### config.mk
export PLATFORM = sky130hd
export DESIGN_NAME = crc_encoder_flat
export DESIGN_NICKNAME = d
export VERILOG_FILES = /design/src/rtl/crc_pkg.sv /design/src/rtl/crc_encoder_if.sv /design/src/rtl/crc_lfsr_step.sv /design/src/rtl/crc_encoder.sv /design/src/flat_wrapper.sv
export SDC_FILE = /design/constraint.sdc
export NUM_CORES = 1
export LEC_CHECK = 0
export ABC_AREA = 1
export BUFFER_PORTS_ARGS = -buffer_cell sky130_fd_sc_hd__buf_2
export CAP_MARGIN = 10
export CORE_MARGIN = 4
export CORE_UTILIZATION = 30
export CTS_CLUSTER_DIAMETER = 120
export CTS_CLUSTER_SIZE = 24
export DETAILED_ROUTE_END_ITERATION = 8
export GPL_TIMING_DRIVEN = 0
export PLACE_DENSITY_LB_ADDON = 0.2
export SLEW_MARGIN = 20
export SYNTH_ARGS = -nofsm -noshare
export SYNTH_HDL_FRONTEND = slang
export SYNTH_SLANG_ARGS = --single-unit
export TNS_END_PERCENT = 20
### constraint.sdc
create_clock -name clk -period 1.6 [get_ports clk]
set_input_delay 0.16 -clock clk [delete_from_list [all_inputs] [get_ports clk]]
set_output_delay 0.16 -clock clk [all_outputs]
set_load 0.02 [all_outputs]
### src/rtl/crc_pkg.sv
// Shared definitions for the CRC encoder: sizes, default generator, FSM states.
// The SEND state is only reachable when CRC_SERIAL_OUT_EN is defined.
package crc_pkg;

  localparam int unsigned CRC_M = 5;
  localparam int unsigned CRC_K = 10;

  localparam logic [4:0] CRC_G_DEFAULT = 5'b10011;

  // Codeword length: message bits followed by the (m-1)-bit remainder.
  function automatic int unsigned crc_n(input int unsigned k, input int unsigned m);
    return k + m - 1;
  endfunction

  typedef enum logic [1:0] {
    ST_IDLE  = 2'd0,
    ST_SHIFT = 2'd1,
    ST_DONE  = 2'd2,
    ST_SEND  = 2'd3
  } crc_state_e;

endpackage

### src/rtl/crc_encoder_if.sv
// Start/done handshake bundle between a requester (master) and the encoder (slave).
// Serial transmit signals exist only when CRC_SERIAL_OUT_EN is defined.
interface crc_encoder_if
  import crc_pkg::*;
#(
  parameter int unsigned m = CRC_M,
  parameter int unsigned k = CRC_K
);

  localparam int unsigned n = crc_n(k, m);

  logic         start;
  logic [k-1:0] msg_in;
  logic [m-1:0] G;
  logic         busy;
  logic         done;
  logic [m-2:0] remainder;
  logic [n-1:0] codeword;
`ifdef CRC_SERIAL_OUT_EN
  logic         tx_valid;
  logic         tx_bit;
`endif

  modport master (
    output start, msg_in, G,
`ifdef CRC_SERIAL_OUT_EN
    input  tx_valid, tx_bit,
`endif
    input  busy, done, remainder, codeword
  );

  modport slave (
    input  start, msg_in, G,
`ifdef CRC_SERIAL_OUT_EN
    output tx_valid, tx_bit,
`endif
    output busy, done, remainder, codeword
  );

endinterface

### src/rtl/crc_lfsr_step.sv
// One bit of modulo-2 long division: shifts the message bit through the remainder.
// The generator's leading term is implicit, so only its low m-1 bits are needed.
module crc_lfsr_step #(
  parameter int unsigned m = 5
) (
  input  logic [m-2:0] rem,
  input  logic         bit_in,
  input  logic [m-2:0] g,
  output logic [m-2:0] next_rem_c
);

  logic fb_c;

  always_comb begin
    fb_c       = bit_in ^ rem[m-2];
    next_rem_c = {rem[m-3:0], 1'b0} ^ (fb_c ? g : '0);
  end

endmodule

### src/rtl/crc_encoder.sv
// Bit-serial CRC encoder: k-cycle division producing remainder and {msg, remainder}.
// Define CRC_SERIAL_OUT_EN to also shift the codeword out MSB first before done.
module crc_encoder
  import crc_pkg::*;
#(
  parameter int unsigned m = CRC_M,
  parameter int unsigned k = CRC_K
) (
  input logic           clk,
  input logic           reset,
  crc_encoder_if.slave  bus
);

  localparam int unsigned n  = crc_n(k, m);
  localparam int unsigned CW = $clog2(n + 1);

  crc_state_e   state;
  logic [k-1:0] msg_r;
  logic [k-1:0] msg_sh;
  logic [m-2:0] g_r;
  logic [m-2:0] rem_r;
  logic [m-2:0] rem_next_c;
  logic [CW-1:0] cnt;
  logic         busy_r;
  logic         done_r;
  logic [m-2:0] remainder_r;
  logic [n-1:0] codeword_r;
`ifdef CRC_SERIAL_OUT_EN
  logic [n-1:0] tx_sh;
  logic         tx_valid_r;
  logic         tx_bit_r;
`endif

  crc_lfsr_step #(.m(m)) u_step (
    .rem       (rem_r),
    .bit_in    (msg_sh[k-1]),
    .g         (g_r),
    .next_rem_c(rem_next_c)
  );

  always_ff @(posedge clk) begin
    if (reset) begin
      state       <= ST_IDLE;
      msg_r       <= '0;
      msg_sh      <= '0;
      g_r         <= '0;
      rem_r       <= '0;
      cnt         <= '0;
      busy_r      <= 1'b0;
      done_r      <= 1'b0;
      remainder_r <= '0;
      codeword_r  <= '0;
`ifdef CRC_SERIAL_OUT_EN
      tx_sh       <= '0;
      tx_valid_r  <= 1'b0;
      tx_bit_r    <= 1'b0;
`endif
    end else begin
      case (state)
        ST_IDLE, ST_DONE: begin
          if (bus.start) begin
            msg_r  <= bus.msg_in;
            msg_sh <= bus.msg_in;
            g_r    <= bus.G[m-2:0];
            rem_r  <= '0;
            cnt    <= '0;
            busy_r <= 1'b1;
            done_r <= 1'b0;
            state  <= ST_SHIFT;
          end
        end
        ST_SHIFT: begin
          rem_r  <= rem_next_c;
          msg_sh <= msg_sh << 1;
          if (cnt == CW'(k - 1)) begin
            cnt <= '0;
`ifdef CRC_SERIAL_OUT_EN
            // First codeword bit is presented on the same edge SEND is entered.
            state      <= ST_SEND;
            tx_sh      <= {msg_r, rem_next_c};
            tx_valid_r <= 1'b1;
            tx_bit_r   <= msg_r[k-1];
`else
            state       <= ST_DONE;
            busy_r      <= 1'b0;
            done_r      <= 1'b1;
            remainder_r <= rem_next_c;
            codeword_r  <= {msg_r, rem_next_c};
`endif
          end else begin
            cnt <= cnt + CW'(1);
          end
        end
`ifdef CRC_SERIAL_OUT_EN
        ST_SEND: begin
          tx_sh <= tx_sh << 1;
          if (cnt == CW'(n - 1)) begin
            cnt         <= '0;
            tx_valid_r  <= 1'b0;
            tx_bit_r    <= 1'b0;
            state       <= ST_DONE;
            busy_r      <= 1'b0;
            done_r      <= 1'b1;
            remainder_r <= rem_r;
            codeword_r  <= {msg_r, rem_r};
          end else begin
            cnt      <= cnt + CW'(1);
            tx_bit_r <= tx_sh[n-2];
          end
        end
`endif
        default: state <= ST_IDLE;
      endcase
    end
  end

  assign bus.busy      = busy_r;
  assign bus.done      = done_r;
  assign bus.remainder = remainder_r;
  assign bus.codeword  = codeword_r;
`ifdef CRC_SERIAL_OUT_EN
  assign bus.tx_valid  = tx_valid_r;
  assign bus.tx_bit    = tx_bit_r;
`endif

endmodule

### src/flat_wrapper.sv
// flat-port wrapper written by rule: the top's interface ports become plain ports
module crc_encoder_flat import crc_pkg::*;
#(
  parameter int unsigned m = CRC_M,
  parameter int unsigned k = CRC_K
)
  (clk, reset, bus_start, bus_msg_in, bus_G, bus_busy, bus_done, bus_remainder, bus_codeword);
  crc_encoder_if #(.m(m), .k(k)) bus_i ();
  input logic clk;
  input logic reset;
  input wire logic [$bits(bus_i.start)-1:0] bus_start;
  input wire logic [$bits(bus_i.msg_in)-1:0] bus_msg_in;
  input wire logic [$bits(bus_i.G)-1:0] bus_G;
  output wire logic [$bits(bus_i.busy)-1:0] bus_busy;
  output wire logic [$bits(bus_i.done)-1:0] bus_done;
  output wire logic [$bits(bus_i.remainder)-1:0] bus_remainder;
  output wire logic [$bits(bus_i.codeword)-1:0] bus_codeword;
  assign bus_i.start = bus_start;
  assign bus_i.msg_in = bus_msg_in;
  assign bus_i.G = bus_G;
  assign bus_busy = bus_i.busy;
  assign bus_done = bus_i.done;
  assign bus_remainder = bus_i.remainder;
  assign bus_codeword = bus_i.codeword;
  crc_encoder #(.m(m), .k(k)) u_core (.clk(clk), .reset(reset), .bus(bus_i));
endmodule
==> results_dict.tcl, run 1 <==
set metrics [dict create \
    grt_overflow 0 \
    routed_wl_um 4728 \
    tightest_slew_ns 0.5243 \
    clkTransAtPathRegs_ns 0.09 \
    cts_setup_buffers 0 \
    power_mw 2.281 \
    netlist_area_um2 1991 \
    ys_types 28 \
    place_ws_ns 0.2349 \
    clockPowerShare 0.327 \
    intPower_mw 1.677 \
    antenna_left 0 \
    cp.arrival_ns 1.58 \
    coreArea_um2 6386 \
    topRoutingLayerUsed "met4" \
    finalHoldViolations 0 \
    wl_met1_um 2433 \
    rows 29 \
    final_cells 375 \
    port_buffers 35 \
    die_x_um 89.46 \
    status "completed" \
    synthArstFlopShare 0 \
    num-fill-cells 716 \
    relSlewSlack 0.6504 \
    seq_area_frac_synth 0.5028 \
    finalClockSkew_ns 0.005744 \
    hold_path.class "in -> reg" \
    fp.dieH_um 89.46 \
    gp_congestion 0.7576 \
    setup_slack_ns 0.2271 \
    p_seq_frac 0.581 \
    yosys-top-cells-count "nand2_1 (65), dfxtp_1 (50), nor2_1 (36)" \
    cts_buffer_depth 2 \
    yosysTopAreaCellShare 0.5028 \
    root_buffer "clkbuf_8" \
    tns_ns 0 \
    dr_total_vias 1710 \
    switching_share 0.2648 \
    syn_avg_cell_area_um2 7.807 \
    grt_use_total 0.1273 \
    required_ns 1.81 \
    clkLatencyLatePin_ns 0.30 \
    dieArea_um2 8003 \
    tritoncts "yes" \
    fin_crit_sh 0.8581 \
    fin_nets 317 \
    p_switching_mw 0.6041 \
    synth_ff_type "dfxtp_1" \
    peakVddDrop_mv 0.3881 \
    grt_pass1_vias 1608 \
    initial_utilization 0.3117 \
    syn2layout_area_growth_pct 18.16 \
    antenna_found_initial 0 \
    p_leak_nw 1.085 \
    combPwrFrac 0.092 \
    yosysWarnings 0 \
    fin_crit_ns 1.373 \
    startpoint_type "flop" \
    antenna_cells 0 \
    synth.largest_area_cell "dfxtp_1" \
    dpl.hpwl_um 3465 \
    clock_sinks 50 \
    place_inst 367 \
    netlist_instances 255 \
    hold_buffers 0 \
    critPathMaxFanout 10 \
    cts_resized 0 \
    cts_made_buffers 5 \
    grt_start_max_net_pins 17 \
    setup_viol_count_final 0 \
    wl_per_cell_um 12.61 \
    drive_gt1_frac 0.2114 \
    routed-wl-met2_um 1909 \
    synth_edf_count 0 \
    yosysMostFrequentCell "nand2_1" \
    io_pins 38 \
    synth-seq-cells 50 \
    yosys-top-cells-area "dfxtp_1 (50%), nand2_1 (12%), nor2_1 (6.8%)" \
    fmax_mhz 728.4 \
    dr.pass1.iters 4 \
    cap_violations 0 \
    worstSetupPathType "reg -> reg" \
    rsz0062_at_grt "false" \
    finalMaxSlewViolations 0 \
    powerDensity_nw_per_um2 969.8 \
    cts-htree-levels 2 \
    vias_per_cell 4.560 \
    endpoint_kind "flop" \
    wl_met3_um 319 \
    drc_errors 0 \
    syn_nets 275 \
    drt_iter0_drc 70 \
    grt_pass1_wl_um 7776 \
]
-- registers in the layout, indices dropped and copies added, names as in the netlist --
name	count
u_core.bus.codeword	14
u_core.msg_r	10
u_core.msg_sh	10
u_core.cnt	4
u_core.g_r	4
u_core.rem_r	4
u_core.state	2
u_core.bus.busy	1
u_core.bus.done	1
-- cell usage in the layout, fill, tap and decap left out, drive strengths merged, types with 8 or more instances in the layout --
cell and instances:
nand3 8, dfxtp 50, nor2 37, a21oi 21
nand2 68, inv 17, buf 47, a31oi 9
clkbuf 9, o21ai 15
-- per-layer routing --
metal / up-vias / track usage
met4: 0 / 0.03789
met2: 48 / 0.1916
met1: 749 / 0.1782
met5: - / 0
met3: 8 / 0.03410
li1: 905 / -
-- per-stage QoR --
step                      instance area (µm²)    util  hold slack [ns]
after detailed placement                 2262  0.3542           0.4232
after CTS                                2352  0.3683           0.1045
after floorplan                          1991       -           0.3235
final                                    2352  0.3683           0.1108
after global routing                     2352  0.3683           0.1347
after global placement                   2262  0.3542           0.4126
-- worst max-delay path: stages (launching register included) --
cell and delay, ns:
dfxtp_1 0.41, ha_1 0.22, nand3b_4 0.10, nor2_4 0.10, buf_6 0.15, buf_8 0.15
nand2_1 0.06, nand2_1 0.06, inv_1 0.03
-- kinds of logic after synthesis --
family,after synthesis,share of synthesized area
AO/OA/AOI/OAI,48,0.1295
buffers and inverters,34,0.09301
flip-flops,50,0.5028
AND/OR/NAND/NOR,119,0.2533
adder cells (fa/ha/maj),2,0.01257
XOR/XNOR,2,0.008801
-- power groups by stage --
stage / sequential [mW] / clock [mW] / combinational, mW
floorplan: 1.35 / 0 / 0.141
global placement: 1.35 / 0 / 0.211
detailed placement: 1.36 / 0 / 0.212
CTS: 1.33 / 0.766 / 0.213
global route: 1.33 / 0.811 / 0.241
finish: 1.33 / 0.746 / 0.209
-- path summary, 6_finish.rpt --
| check | depth (start not counted) | startpoint | slack, ns | end |
|---|---|---|---|---|
| setup / recovery | 8 | u_core.cnt[0]$_SDFFE_PP0P_ | 0.23 | u_core.bus.codeword[2]$_SDFFE_PP0P_ |
| hold / removal | 3 | bus_G[1] | 0.11 | u_core.g_r[1]$_SDFFE_PP0P_ |
| setup reg to reg | 8 | u_core.cnt[0]$_SDFFE_PP0P_ | 0.23 | u_core.bus.codeword[2]$_SDFFE_PP0P_ |
| hold reg to reg | 2 | u_core.msg_r[0]$_SDFFE_PP0P_ | 0.47 | u_core.msg_r[0]$_SDFFE_PP0P_ |
-- final cells by class --
type                            count  area, µm²  share of cell area
Buffer                             16      116.4             0.04947
Clock buffer                        5      68.82             0.02926
Clock inverter                      3      21.27            0.009043
Inverter                           18      68.82             0.02926
Multi-Input combinational cell    171      804.5              0.3420
Sequential cell                    50       1001              0.4255
Tap cell                           77      96.34             0.04096
Timing Repair Buffer               35      175.2             0.07447
Power figures use the tool's default switching activity.
==> run 2, diff against run 1 <==
- GPL_TIMING_DRIVEN: 0 -> unset
==> results_dict.tcl, run 2 (same netlist as run 1, synthesis figures left out) <==
set metrics [dict create \
    coreArea_um2 6386 \
    fp.dieH_um 89.46 \
    cts_resized 0 \
    die_x_um 89.46 \
    dieArea_um2 8003 \
    slowest_delay_ns 0.41 \
    wl_per_cell_um 12.09 \
    grt_pass1_wl_um 7734 \
    clockPowerShare 0.340 \
    drc_errors 0 \
    required_ns 1.79 \
    grt_use_total 0.1255 \
    layout_common_cells "nand2_1 (65), dfxtp_1 (50), nor2_1 (36), buf_2 (36), a21oi_1 (21)" \
    finalClockSkew_ns 0.008151 \
    cts-htree-levels 2 \
    cp_cell_sequence "ha_1 -> nand3b_4 -> nor2_4 -> buf_4 -> nand2_1 -> o21ai_0 -> nor2_1" \
    worstSetupPathType "reg -> reg" \
    cts_buffer_depth 2 \
    antenna_cells 0 \
    tns_ns 0 \
    place_inst 357 \
    setup_slack_ns 0.2298 \
    cts_setup_buffers 0 \
    setup_viol_count_final 0 \
    fin_nets 307 \
    final_area_um2 2286 \
    grt_overflow 0 \
    dr_total_vias 1675 \
    status "completed" \
    fin_crit_sh 0.8564 \
    dr.pass1.iters 4 \
    hold_path.class "in -> reg" \
    vias_per_cell 4.589 \
    place_area_um2 2188 \
    port_buffers 36 \
    p_seq_frac 0.575 \
    grt_pass1_vias 1608 \
    clkTransAtPathRegs_ns 0.10 \
    path_delay_family "flip-flops" \
    num-fill-cells 695 \
    rsz0062_at_grt "false" \
    drt_iter0_drc 75 \
    peakVddDrop_mv 0.5162 \
    fin_crit_ns 1.370 \
    intPower_mw 1.689 \
    place_ws_ns 0.2159 \
    ff2ff_setup_slack_ns 0.23 \
    endpoint_kind "flop" \
    combPwrFrac 0.085 \
    drive_gt1_frac 0.1944 \
    relSlewSlack 0.6549 \
    cap_violations 0 \
    finalHoldViolations 0 \
    crit_buf_inv 1 \
    tritoncts "yes" \
    p_leak_nw 1.050 \
    syn2layout_area_growth_pct 14.83 \
    gp_congestion 0.7205 \
    startpoint_type "flop" \
    grt_start_max_net_pins 36 \
    tightest_slew_ns 0.5171 \
    powerDensity_nw_per_um2 1009 \
    switching_share 0.2675 \
    cts_made_buffers 5 \
    hold_buffers 0 \
    initial_utilization 0.3117 \
    finalMaxSlewViolations 0 \
    antenna_left 0 \
    routed_wl_um 4414 \
    root_buffer "clkbuf_8" \
    clock_sinks 50 \
    io_pins 38 \
    antenna_found_initial 0 \
    clkLatencyLatePin_ns 0.31 \
    final_common_cell "nand2_1" \
    dpl.hpwl_um 3051 \
    crit_slowest_cell "dfxtp_1" \
    fmax_mhz 729.8 \
    final_cells 365 \
    p_switching_mw 0.6169 \
    cp.arrival_ns 1.56 \
    rows 29 \
    largest_register_ffs 14 \
    critPathMaxFanout 16 \
]
==> run 2: cell types whose count changed in the layout (fill, tap and decap cells not counted) <==
cell / delta
buf_4: -2
inv_6: +1
buf_8: -1
inv_8: +1
buf_2: -1
clkbuf_1: -3
buf_6: -2
clkinv_2: -1
clkbuf_2: -1
clkinvlp_4: -1
==> run 2: worst paths after layout <==
path                                              startpoint                                   to  depth (start not counted)
worst min register to register  u_core.bus.busy$_SDFFE_PP0P_         u_core.bus.busy$_SDFFE_PP0P_                          2
worst max register to register    u_core.cnt[0]$_SDFFE_PP0P_  u_core.bus.codeword[0]$_SDFFE_PP0P_                          7
worst min-delay path                                bus_G[1]           u_core.g_r[1]$_SDFFE_PP0P_                          3
worst max-delay path              u_core.cnt[0]$_SDFFE_PP0P_  u_core.bus.codeword[0]$_SDFFE_PP0P_                          7
==> run 2: layer usage <==
metal | wire [µm] | GRT usage | vias to the layer above
met1 | 2299 | 0.1791 | 740
li1 | - | - | 885
met2 | 1733 | 0.1855 | 44
met5 | 0 | 0 | -
met3 | 332 | 0.03502 | 6
met4 | 48 | 0.03383 | 0
==> run 2: per-stage QoR <==
step | util | power [mW] | hold slack [ns]
floorplan | - | 1.491 | 0.3235
global placement | 0.3427 | 1.555 | 0.4208
detailed placement | 0.3427 | 1.554 | 0.4190
CTS | 0.3580 | 2.343 | 0.09947
global route | 0.3580 | 2.433 | 0.1225
finish | 0.3580 | 2.306 | 0.1125
==> run 2: area by class of cell <==
class                      instances  area (µm²)  share of cell area
multi-input combinational        171       804.5              0.3519
inverter                          18       68.82             0.03010
clock buffer                       5       68.82             0.03010
clock inverter                     3       28.78             0.01259
timing repair buffer              41       217.7             0.09524
tap                               77       96.34             0.04215
sequential                        50        1001              0.4379
==> run 2: worst register-to-register path, stage by stage, from the launching register on <==
cell	delay [ns]
dfxtp_1	0.41
ha_1	0.23
nand3b_4	0.10
nor2_4	0.11
buf_4	0.23
nand2_1	0.07
o21ai_0	0.07
nor2_1	0.05
==> run 2: power by group through the flow <==
stage	combinational, mW	sequential, mW	clock [mW]
3_3_place_gp	0.201	1.35	0
5_1_grt	0.229	1.33	0.871
3_5_place_dp	0.199	1.35	0
2_1_floorplan	0.141	1.35	0
6_report	0.196	1.33	0.784
4_1_cts	0.200	1.33	0.817
